--- src/rtl/tt_um_fpu.sv ---
// tt_um_fpu: FP8 E4M3 (bias 7) minifloat FPU tile.
// Ports:
//   clk      system clock, all state updates on the rising edge
//   rst_n    synchronous active-low reset
//   ena      tile enable; commands are ignored while low
//   ui_in    operand byte for LOAD_A / LOAD_B
//   uio_in   [1:0] cmd (NOP/LOAD_A/LOAD_B/EXEC), [3:2] op (ADD/SUB/MUL/MAX)
//   uo_out   registered result
//   uio_out  [7:4] flags {NV,OF,UF,NX}, [3:0] zero
//   uio_oe   constant 8'hF0
// Build option: define FPU_SUBNORMAL_EN to handle subnormal inputs and
// outputs; otherwise exponent-0 values are flushed to signed zero.
module tt_um_fpu (
  input  logic       clk,
  input  logic       rst_n,
  input  logic       ena,
  input  logic [7:0] ui_in,
  input  logic [7:0] uio_in,
  output logic [7:0] uo_out,
  output logic [7:0] uio_out,
  output logic [7:0] uio_oe
);

  typedef enum logic [1:0] {CMD_NOP, CMD_LOAD_A, CMD_LOAD_B, CMD_EXEC} cmd_e;
  typedef enum logic [1:0] {OP_ADD, OP_SUB, OP_MUL, OP_MAX} op_e;

  localparam logic [7:0] QNAN = 8'h7F;

  logic [7:0] a_q, a_d, b_q, b_d, res_q, res_d;
  logic [3:0] flg_q, flg_d;
  logic [7:0] ex_res;
  logic [3:0] ex_flg;
  cmd_e       cmd;
  op_e        op;
  logic       unused_uio;

  assign cmd        = cmd_e'(uio_in[1:0]);
  assign op         = op_e'(uio_in[3:2]);
  assign unused_uio = &{1'b0, uio_in[7:4]};

  // Right shift that ORs every bit shifted out into bit 0 (sticky).
  function automatic logic [11:0] shr_jam(input logic [11:0] v, input logic [7:0] n);
    logic [11:0] r;
    r = v;
    for (int unsigned i = 0; i < 16; i++)
      if (8'(i) < n) r = {1'b0, r[11:2], r[1] | r[0]};
    return r;
  endfunction

  // Normalize, round RNE and pack. sig has its binary point between bits
  // 10 and 9 (bit 11 is carry headroom); e is the biased exponent.
  // Returns {result[7:0], OF, UF, NX}.
  function automatic logic [10:0] round_pack(input logic s, input logic signed [7:0] e_in,
                                             input logic [11:0] sig_in);
    logic [11:0]       sig;
    logic signed [7:0] e;
    logic [3:0]        lz;
    logic [4:0]        r;
    logic              inexact, up, of, uf, nx;
    logic [7:0]        res;
`ifdef FPU_SUBNORMAL_EN
    logic              tiny;
`endif
    sig = sig_in;
    e   = e_in;
    lz  = '0;
    if (sig[11]) begin
      sig = shr_jam(sig, 8'd1);
      e   = e + 8'sd1;
    end else begin
      for (int unsigned i = 0; i < 11; i++)
        if (sig[i]) lz = 4'(10 - i);
      sig = sig << lz;
      e   = e - $signed({4'b0, lz});
    end
`ifdef FPU_SUBNORMAL_EN
    tiny = (e < 8'sd1);
    if (tiny) begin
      sig = shr_jam(sig, 8'(8'sd1 - e));
      e   = 8'sd1;
    end
`endif
    inexact = sig[6] | (|sig[5:0]);
    up      = sig[6] & (sig[7] | (|sig[5:0]));
    r       = {1'b0, sig[10:7]} + {4'b0, up};
    if (r[4]) begin
      r = 5'b01000;
      e = e + 8'sd1;
    end
    of  = 1'b0;
    uf  = 1'b0;
    nx  = inexact;
    // A cleared hidden bit can only occur for subnormal results.
    res = {s, (r[3] ? e[3:0] : 4'd0), r[2:0]};
    if (e > 8'sd14) begin
      res = {s, 7'h78};
      of  = 1'b1;
      nx  = 1'b1;
    end
`ifdef FPU_SUBNORMAL_EN
    else uf = tiny & inexact;
`else
    else if (e < 8'sd1) begin
      res = {s, 7'h00};
      uf  = 1'b1;
      nx  = 1'b1;
    end
`endif
    return {res, of, uf, nx};
  endfunction

  // Greater-or-equal on sign-magnitude encodings; +0 beats -0.
  function automatic logic ge(input logic [7:0] x, input logic [7:0] y);
    if (x[7] != y[7]) return ~x[7];
    else if (!x[7])   return x[6:0] >= y[6:0];
    else              return x[6:0] <= y[6:0];
  endfunction

  logic              sa, sb, sbx, sx, sl, ss, za, zb, ia, ib, na, nb, a_big;
  logic [3:0]        ea, eb, el, es, siga, sigb, sigl, sigs;
  logic [7:0]        ac, bc, prod;
  logic [11:0]       al_big, al_small, sum;
  logic signed [7:0] emul;
  logic [10:0]       rp;

  always_comb begin
    sa   = a_q[7];
    sb   = b_q[7];
    na   = (a_q[6:3] == 4'hF) && (a_q[2:0] != 3'd0);
    nb   = (b_q[6:3] == 4'hF) && (b_q[2:0] != 3'd0);
    ia   = (a_q[6:0] == 7'h78);
    ib   = (b_q[6:0] == 7'h78);
`ifdef FPU_SUBNORMAL_EN
    za   = (a_q[6:0] == 7'h00);
    zb   = (b_q[6:0] == 7'h00);
`else
    za   = (a_q[6:3] == 4'h0);
    zb   = (b_q[6:3] == 4'h0);
`endif
    ea   = (a_q[6:3] == 4'h0) ? 4'd1 : a_q[6:3];
    eb   = (b_q[6:3] == 4'h0) ? 4'd1 : b_q[6:3];
    siga = {a_q[6:3] != 4'h0, a_q[2:0]};
    sigb = {b_q[6:3] != 4'h0, b_q[2:0]};
    ac   = za ? {sa, 7'h00} : a_q;
    bc   = zb ? {sb, 7'h00} : b_q;

    // Add path: order by magnitude so the difference is never negative.
    sbx      = sb ^ (op == OP_SUB);
    a_big    = (a_q[6:0] >= b_q[6:0]);
    sl       = a_big ? sa : sbx;
    ss       = a_big ? sbx : sa;
    el       = a_big ? ea : eb;
    es       = a_big ? eb : ea;
    sigl     = a_big ? siga : sigb;
    sigs     = a_big ? sigb : siga;
    al_big   = {1'b0, sigl, 7'b0};
    al_small = shr_jam({1'b0, sigs, 7'b0}, {4'b0, el - es});
    sum      = (sl == ss) ? al_big + al_small : al_big - al_small;

    // Mul path: 1.3 x 1.3 gives 2.6, placed with the same binary point.
    sx   = sa ^ sb;
    prod = {4'b0, siga} * {4'b0, sigb};
    emul = $signed({4'b0, ea} + {4'b0, eb} - 8'd7);

    // One rounder shared by ADD/SUB and MUL.
    rp = (op == OP_MUL) ? round_pack(sx, emul, {prod, 4'b0})
                        : round_pack(sl, $signed({4'b0, el}), sum);

    ex_res = QNAN;
    ex_flg = '0;
    case (op)
      OP_ADD, OP_SUB: begin
        if (na | nb)          ex_res = QNAN;
        else if (ia & ib) begin
          if (sa == sbx)      ex_res = {sa, 7'h78};
          else                ex_flg = 4'b1000;
        end
        else if (ia)          ex_res = {sa, 7'h78};
        else if (ib)          ex_res = {sbx, 7'h78};
        else if (za & zb)     ex_res = {sa & sbx, 7'h00};
        else if (za)          ex_res = {sbx, b_q[6:0]};
        else if (zb)          ex_res = {sa, a_q[6:0]};
        else if (sum == '0)   ex_res = 8'h00;
        else                  {ex_res, ex_flg[2:0]} = rp;
      end
      OP_MUL: begin
        if (na | nb)                      ex_res = QNAN;
        else if ((ia & zb) | (za & ib))   ex_flg = 4'b1000;
        else if (ia | ib)                 ex_res = {sx, 7'h78};
        else if (za | zb)                 ex_res = {sx, 7'h00};
        else                              {ex_res, ex_flg[2:0]} = rp;
      end
      default: begin
        if (na & nb)          ex_res = QNAN;
        else if (na)          ex_res = bc;
        else if (nb)          ex_res = ac;
        else if (ge(ac, bc))  ex_res = ac;
        else                  ex_res = bc;
      end
    endcase
  end

  always_comb begin
    a_d   = a_q;
    b_d   = b_q;
    res_d = res_q;
    flg_d = flg_q;
    if (ena) begin
      case (cmd)
        CMD_LOAD_A: a_d = ui_in;
        CMD_LOAD_B: b_d = ui_in;
        CMD_EXEC: begin
          res_d = ex_res;
          flg_d = ex_flg;
        end
        default: ;
      endcase
    end
  end

  always_ff @(posedge clk) begin
    if (!rst_n) begin
      a_q   <= '0;
      b_q   <= '0;
      res_q <= '0;
      flg_q <= '0;
    end else begin
      a_q   <= a_d;
      b_q   <= b_d;
      res_q <= res_d;
      flg_q <= flg_d;
    end
  end

  assign uo_out  = res_q;
  assign uio_out = {flg_q, 4'h0};
  assign uio_oe  = 8'hF0;

endmodule

--- config.mk ---
export PLATFORM = sky130hd
export DESIGN_NAME = tt_um_fpu
export DESIGN_NICKNAME = d
export VERILOG_FILES = /design/src/rtl/tt_um_fpu.sv
export SDC_FILE = /design/constraint.sdc
export NUM_CORES = 1
export LEC_CHECK = 0
export CORE_MARGIN = 5
export CORE_UTILIZATION = 59
export CTS_BUF_LIST = sky130_fd_sc_hd__clkbuf_16
export DETAILED_ROUTE_END_ITERATION = 10
export HOLD_SLACK_MARGIN = 0.15
export MAX_ROUTING_LAYER = met4
export PLACE_DENSITY = 0.81
export SLEW_MARGIN = 25
export SYNTH_ARGS = -nofsm -noshare
export SYNTH_HDL_FRONTEND = slang
export SYNTH_SLANG_ARGS = --single-unit
--- constraint.sdc ---
create_clock -name clk -period 22.6 [get_ports clk]
set_input_delay 2.26 -clock clk [delete_from_list [all_inputs] [get_ports clk]]
set_output_delay 2.26 -clock clk [all_outputs]
set_load 0.05 [all_outputs]
==> metrics.txt <==
status complete, no violations; area leader, netlist ha_1; hold path depth 2; CTS clock-pin slew for the worst setup and hold paths 70 ps; # nets final 1060; Yosys top cell area share 11.8%; dpl cells 1108; LEAKAGE 3.10 nW; diode count 0; number of synthesized flops with an enable pin 0; clock root buffer clkbuf_16; CP delay by family, top compound AO/OA/AOI/OAI gates; Synth Warn # 0; startpoint types register; core region area 11900 um^2; FILL cells 1130; # Max-Cap Violations 0; Rel. slew slack 32.5%; part of the cycle the worst path needs 43.2%; WL/cell 18.2 um; hold buffers post-CTS 0; total power 0.669 mW; # H-tree levels 1; DRT iter0 DRCs 671; PwrDens 90.3 nW/um^2; HP Class reg2reg; DR vias/cell 6.69; DRC 0; commonest non-fill, non-tap cell in the layout nor2_1; depth of the worst register-to-register path 31; fmax 0.102 GHz; post-synthesis cell count 984; Initial Util 59.8%; I/O pin count 43; critical-path maximum fanout 17; slowest stage delay, CP 760 ps; HPWL after detailed placement 15600 um; dpl ws 13090 ps; area grow syn2layout 4.13%; DR vias 7430; Avg Inst Size Synth 7.24 um^2; Critical path buffers and inverters 1; Core Util, Final 62.2%; hold_ws 456 ps; post-synth cell types 100; share of cells above drive strength 1 7.57%; row cnt 40; cell with the largest stage delay on the worst path o311ai_4; RSZ-0062 raised after global routing false; final setup fails 0; global-route usage over all layers 28.4%; Clock Latency Late Sink 270 ps; Layout Skew 11.2 ps; worst path arrival time 9910 ps; mapped cell area 7120 um^2; maximum clock path buffer count 2; FFs w/ async S/R, synth 0%; fin worst setup slack 12840 ps; Worst EP required 22750 ps; flop and latch count out of synthesis 28; final non-filler cell total 1111; total grt overflow 0; sequential cell area 561 um^2; TritonCTS Buffers 3; minimum clock period after layout 9760 ps; Main synth FF type dfxtp_1; Routability Congestion 1.00; CTS tree yes; Worst-Margin Slew 1000 ps; Routed WL 20200 um; Final Max Tran Viols 0; Die Ht 120 um; vias in the first global route 6939; die width 120 um; antenna violations before repair 0; WP depth 31; Max IR drop VDD 78.5 uV; top cells by area, synth ha_1 (12%), dfxtp_1 (7.9%), mux2i_1 (6.0%); post-CTS resize count 0; multi-input combinational cell area 6060 um^2; Die Footprint 14400 um^2; IO buf count 26; post-synthesis sequential area ratio 7.87%; Fin. Hold Viols 0; crit end category register; most used cell, CP ha_1; first-pass GRT wire length 33500 um; commonest cells after routing, fill and taps aside nor2_1 (106), nand2_1 (68), a21oi_1 (67), ha_1 (67), inv_1 (58); largest net degree at the start of global routing 25; antenna-violating nets left 0; # clock sinks 28; TNS Setup 0 ps; Post-DP Area 7340 um^2; cell area after layout 7410 um^2; DR pass1 iterations 6; postcts setup bufs 0; Setup CP Type reg2reg
-- final timing paths --
kind,endpoint,slack [ps],start
min reg2reg,flg_q[2],460,flg_q[2]
max,uo_out[5],12840,a_q[0]
max reg2reg,uo_out[5],12840,a_q[0]
min,flg_q[2],460,flg_q[2]
-- cell type report --
cell class                      count  area share (%)
Multi-Input combinational cell    840            81.7
Timing Repair Buffer               33            4.22
Clock buffer                        3            1.01
Inverter                           60            3.04
Tap cell                          147            2.48
Sequential cell                    28            7.56
-- registers in the layout, summed over array words and instances (netlist names) --
name    cells
a_q         8
b_q         8
flg_q       4
uo_out      8
-- where the power goes --
part / total [mW] / internal [mW] / leakage, nW / switching [mW]
clock: 0.0413 / 0.0236 / 0.0370 / 0.0178
combinational: 0.573 / 0.214 / 2.84 / 0.359
sequential: 0.0554 / 0.0513 / 0.228 / 0.00406
-- synth_stat cells, drive strengths merged, types with 22 or more instances --
master,number
nand2,68
nor3,41
o21ai,64
nor2b,22
a21oi,69
clkbuf,45
xnor2,28
nand3,29
dfxtp,28
ha,67
inv,59
mux2i,43
nor2,107
-- cells by family after synthesis --
family	after synthesis	share of synthesized area, %
AOI/OAI and AO/OA	310	32.3
other	2	0.105
muxes	56	8.36
buffers and inverters	126	7.73
xor gates and xnor gates	40	5.24
adders and majority gates	75	14.0
and+or+nand+nor	347	24.4
DFF	28	7.87
-- layer usage --
| layer | part of all wire [%] | routed length [um] | track usage (%) | vias to the layer above |
|---|---|---|---|---|
| li1 | - | - | - | 3568 |
| met1 | 43 | 8780 | 35.9 | 3452 |
| met2 | 46 | 9370 | 47.6 | 353 |
| met3 | 6.8 | 1370 | 2.07 | 57 |
| met4 | 3.4 | 683 | 10.4 | 0 |
| met5 | 0 | 0 | - | - |
-- worst min-delay path: cells and delay by family, from the launching register on --
family	cells	cell delay, ps
AND/OR/NAND/NOR	1	50
AO/OA/AOI/OAI	1	50
flip-flops	1	310
Power figures use the tool's default switching activity.
